### src/rtl/hexdump_tx.sv
// hexdump_tx: pops fifo bytes and streams them to uart_tx as lowercase hex text, CR LF per line
module hexdump_tx #(
  parameter int BYTES_PER_LINE = 16,
  parameter int IDLE_TIMEOUT = 1000000
) (
  input  logic       clk,
  input  logic       reset,
  input  logic       data_available,
  input  logic [7:0] read_data,
  output logic       read_strobe,
  input  logic       uart_ready,
  output logic [7:0] uart_data,
  output logic       uart_strobe,
  output logic       busy
);
  localparam int CW = $clog2(BYTES_PER_LINE + 1);
  localparam int IW = IDLE_TIMEOUT > 0 ? $clog2(IDLE_TIMEOUT + 1) : 1;
  typedef enum logic [2:0] {IDLE, HI, LO, SEP, CR, LF} state_t;
  state_t state, state_n;
  logic [CW-1:0] col, col_n;
  logic [IW-1:0] idle_cnt, idle_n;
  logic [7:0] data_q, data_n, uart_data_n;
  logic rd_hold, read_strobe_n, uart_strobe_n, send, pop, expire;
  function automatic logic [7:0] hex(input logic [3:0] n);
    return n < 4'd10 ? 8'h30 + {4'd0, n} : 8'h57 + {4'd0, n};
  endfunction
  assign busy = state != IDLE;
  // a live uart_strobe doubles as the holdoff, since uart_ready may lag the load by a cycle
  assign send = uart_ready && !uart_strobe;
  assign pop = state == IDLE && data_available && !rd_hold;
  assign expire = idle_cnt == IW'(IDLE_TIMEOUT - 1);
  always_comb begin
    state_n = state;
    col_n = col;
    idle_n = idle_cnt;
    data_n = data_q;
    uart_data_n = uart_data;
    read_strobe_n = 1'b0;
    uart_strobe_n = 1'b0;
    if (pop) begin
      read_strobe_n = 1'b1;
      data_n = read_data;
      idle_n = '0;
      state_n = HI;
    end else if (state == IDLE) begin
      if (col != '0 && IDLE_TIMEOUT != 0) begin
        idle_n = expire ? '0 : idle_cnt + 1'b1;
        state_n = expire ? CR : IDLE;
      end else
        idle_n = '0;
    end else if (send) begin
      uart_strobe_n = 1'b1;
      uart_data_n = state == HI ? hex(data_q[7:4]) :
                    state == LO ? hex(data_q[3:0]) :
                    state == SEP ? 8'h20 :
                    state == CR ? 8'h0d : 8'h0a;
      col_n = state == LO ? col + 1'b1 : state == LF ? '0 : col;
      state_n = state == HI ? LO :
                state == LO ? (col + 1'b1 == CW'(BYTES_PER_LINE) ? CR : SEP) :
                state == CR ? LF : IDLE;
    end
  end
  always_ff @(posedge clk) begin
    if (reset) begin
      state <= IDLE;
      col <= '0;
      idle_cnt <= '0;
      data_q <= '0;
      uart_data <= '0;
      read_strobe <= 1'b0;
      uart_strobe <= 1'b0;
      rd_hold <= 1'b0;
    end else begin
      state <= state_n;
      col <= col_n;
      idle_cnt <= idle_n;
      data_q <= data_n;
      uart_data <= uart_data_n;
      read_strobe <= read_strobe_n;
      uart_strobe <= uart_strobe_n;
      rd_hold <= read_strobe;
    end
  end
endmodule

### config.mk
export PLATFORM = sky130hd
export DESIGN_NAME = hexdump_tx
export DESIGN_NICKNAME = d
export VERILOG_FILES = /design/src/rtl/hexdump_tx.sv
export SDC_FILE = /design/constraint.sdc
export NUM_CORES = 1
export LEC_CHECK = 0
export CAP_MARGIN = 5
export CORE_MARGIN = 1.5
export CORE_UTILIZATION = 28
export CTS_CLUSTER_DIAMETER = 80
export DETAILED_ROUTE_END_ITERATION = 6
export HOLD_SLACK_MARGIN = 0.05
export PLACE_DENSITY = 0.47
export SLEW_MARGIN = 5
export SYNTH_ARGS = -nofsm -noshare
export SYNTH_HDL_FRONTEND = slang
export SYNTH_SLANG_ARGS = --single-unit
### constraint.sdc
create_clock -name clk -period 2.4 [get_ports clk]
set_input_delay 0.24 -clock clk [delete_from_list [all_inputs] [get_ports clk]]
set_output_delay 0.24 -clock clk [all_outputs]
set_load 0.03 [all_outputs]
==> metrics.txt <==
status=finished clean; mapped cell area=0.00255 mm^2; Top Ports=23; largest net degree at the start of global routing=25; CTS tree=yes; Final Slew Violations=0; worst-skew pair later-pin latency=0.30 ns; kind of critical path=flip-flop to flip-flop; Hold Crit Class=flip-flop to flip-flop; share of the synthesized area in the top cell type=36.0%; Logic pwr share=24.0%; FP Rows=34; Area growth, synth to finish=17.9%; area of the die=0.00971 mm^2; die height=98.5 um; 1st-iter DRT viols=85; Seq cells post-synth=between 40 and 50; dpl cells=443; cell at the root of the clock tree=clkbuf_8; Die X=98.5 um; layout cells sized above 1=10.5%; initial antenna violation count=0; PwrDens=584 mW/mm^2; DRC Markers=0; crit path DAT=2.30 ns; Max-Cap Viols=0; storage element area=921 um^2; PortBufs=21; Synth Instances=approximately 320; drt via density=5.33; multi-input logic area=0.00149 mm^2; Clk pwr share=28.6%; Distinct cells, synth=62; synth warn=0; Period minus WS final=2.06 ns; # Post-CTS Setup Buffers=0; RSZ-0062 raised after global routing=no; global-route wire length before repair=11.3 mm; total global routing overflow=0; WL final=6.65 mm; GPL Wtd Cong=0.777; Critical Path RT=2.64 ns; total CTS buffers=5; clock sink total=46; via count=2,405; post-route insts no fill=451; Setup Viol. Count Final=0; average cell area after synthesis=7.96 um^2; Layout fillers=approximately 940; final setup TNS=0 ns; synth top area cells=dfxtp_1 (36%), nand2_1 (6.3%), a21oi_1 (5.9%), nand3_1 (3.7%), nor2_1 (3.4%); ant diodes=0; Post-synth top cells=dfxtp_1 (46), nand2_1 (43), a21oi_1 (30); Final nets=359; Synth area leader=dfxtp_1; worst-path fanout max=19; HPWL Detailed=4.61 mm; Seq/Total Area, Yosys=36.0%; clk buf depth=2; most frequent cell after synthesis=dfxtp_1; post-CTS sizing=0; Worst Setup End Kind=flip-flop; Routed WL per cell=14.7 um; Peak VDD IR=slightly below 0.3 mV; Seq pwr share=roughly 47%; DRT Pass-1 Iters=4; Static Leakage=0.994 nW; Synth async-reset ratio=0%; Syn Nets=roughly 340; depth of the CTS H-tree=2; core area=0.00876 mm^2; internal power=0.00120 W; f_max=approximately 480 MHz; final hold slack=between 0.4 and 0.5 ns; Starting Density=29.2%; Clk pin slew, worst setup/hold paths=approximately 0.09 ns; final hold viol count=0; CP startpoint kind=flip-flop; vias in the first global route=2,234; number of synthesized flops with an enable pin=0; Antenna Violating Nets Remaining=0; ys flop type=dfxtp_1; Tcrit/Tclk final=86.0%; Hold Buf Count CTS=0; Final Skew=0.00792 ns; Sw Ratio=31.8%; sw power=0.000560 W; GRT Total Usage=~14%
==> cell type report <==
class | count | area share [%]
tap | 108 | 4.49
multi-input combinational | 242 | 49.4
inverter | 11 | 1.37
clock inverter | 1 | 0.166
sequential | 46 | 30.6
clock buffer | 7 | 2.87
timing repair buffer | 36 | 11.1
==> placed cells by master (no fill, tap or decap), types with 4 or more instances in the layout <==
cell | netlist | layout
nand2b_1 | 5 | 5
a211oi_1 | 4 | 4
o21ai_0 | 13 | 13
nand3b_1 | 4 | 4
clkbuf_8 | 0 | 6
ha_1 | 5 | 5
a21oi_1 | 30 | 30
nand4_1 | 4 | 4
buf_4 | 2 | 14
nand3_1 | 19 | 19
nand2_1 | 43 | 43
clkdlybuf4s50_1 | 0 | 21
nor2_1 | 23 | 23
inv_1 | 11 | 11
or3_1 | 6 | 6
a31oi_1 | 11 | 11
dfxtp_1 | 46 | 46
nor3_1 | 8 | 8
==> through the flow <==
stage | utilization, % | total power (W) | setup WS (ns) | area [um^2]
global placement | 33.3 | 0.00127 | 0.414 | 2920
CTS | 34.4 | 0.00179 | 0.318 | 3010
floorplan | - | 0.00110 | 0.454 | 2550
global route | 34.4 | 0.00187 | 0.123 | 3010
detailed placement | 33.3 | 0.00128 | 0.349 | 2920
finish | 34.4 | 0.00176 | 0.336 | 3010
==> power groups by stage <==
stage	sequential, W	clock (W)	combinational [W]
floorplan	0.000878	0	0.000226
global route	0.000840	0.000561	0.000470
global placement	0.000850	0	0.000424
CTS	0.000834	0.000525	0.000428
detailed placement	0.000851	0	0.000426
finish	0.000833	0.000504	0.000422
==> cell families after synthesis <==
kind of cell | after synthesis | synth area share [%]
simple gates | 144 | 31.5
flops | 46 | 36.0
compound gates | 87 | 22.4
mux | 1 | 0.392
buf+inv | 33 | 5.68
fa+ha+maj | 5 | 2.45
xor+xnor | 4 | 1.37
other cells | 1 | 0.147
==> registers in the layout, indices dropped and copies added, names as in the netlist <==
register	flops
uart_strobe	1
read_strobe	1
data_q	8
col	5
idle_cnt	20
rd_hold	1
state	3
uart_data	7
==> worst max-delay path, stage by stage (launching register included) <==
cell      delay (ns)
dfxtp_1         0.49
inv_1           0.08
ha_1            0.19
nor4b_2         0.18
nand2b_1        0.34
a31oi_4         0.25
buf_12          0.18
o311ai_0        0.13
a21oi_1         0.15
==> path summary, 6_finish.rpt <==
kind              startpoint      endpoint  slack (ns)  cells after the start
hold reg to reg    data_q[4]     data_q[4]        0.46                      2
setup / recovery      col[0]  idle_cnt[17]        0.34                      8
setup reg to reg      col[0]  idle_cnt[17]        0.34                      8
hold / removal     data_q[4]     data_q[4]        0.46                      2
==> routing by layer <==
layer / vias up / wire length (um) / track usage [%] / part of all wire [%]
met4: 0 / 71 / 4.23 / 1.1
met5: - / 0 / 0 / 0
met2: 45 / 3150 / 23.2 / 47
met1: 1141 / 3160 / 19.4 / 48
li1: 1213 / - / - / -
met3: 6 / 259 / 2.55 / 3.9
Power figures use the tool's default switching activity.
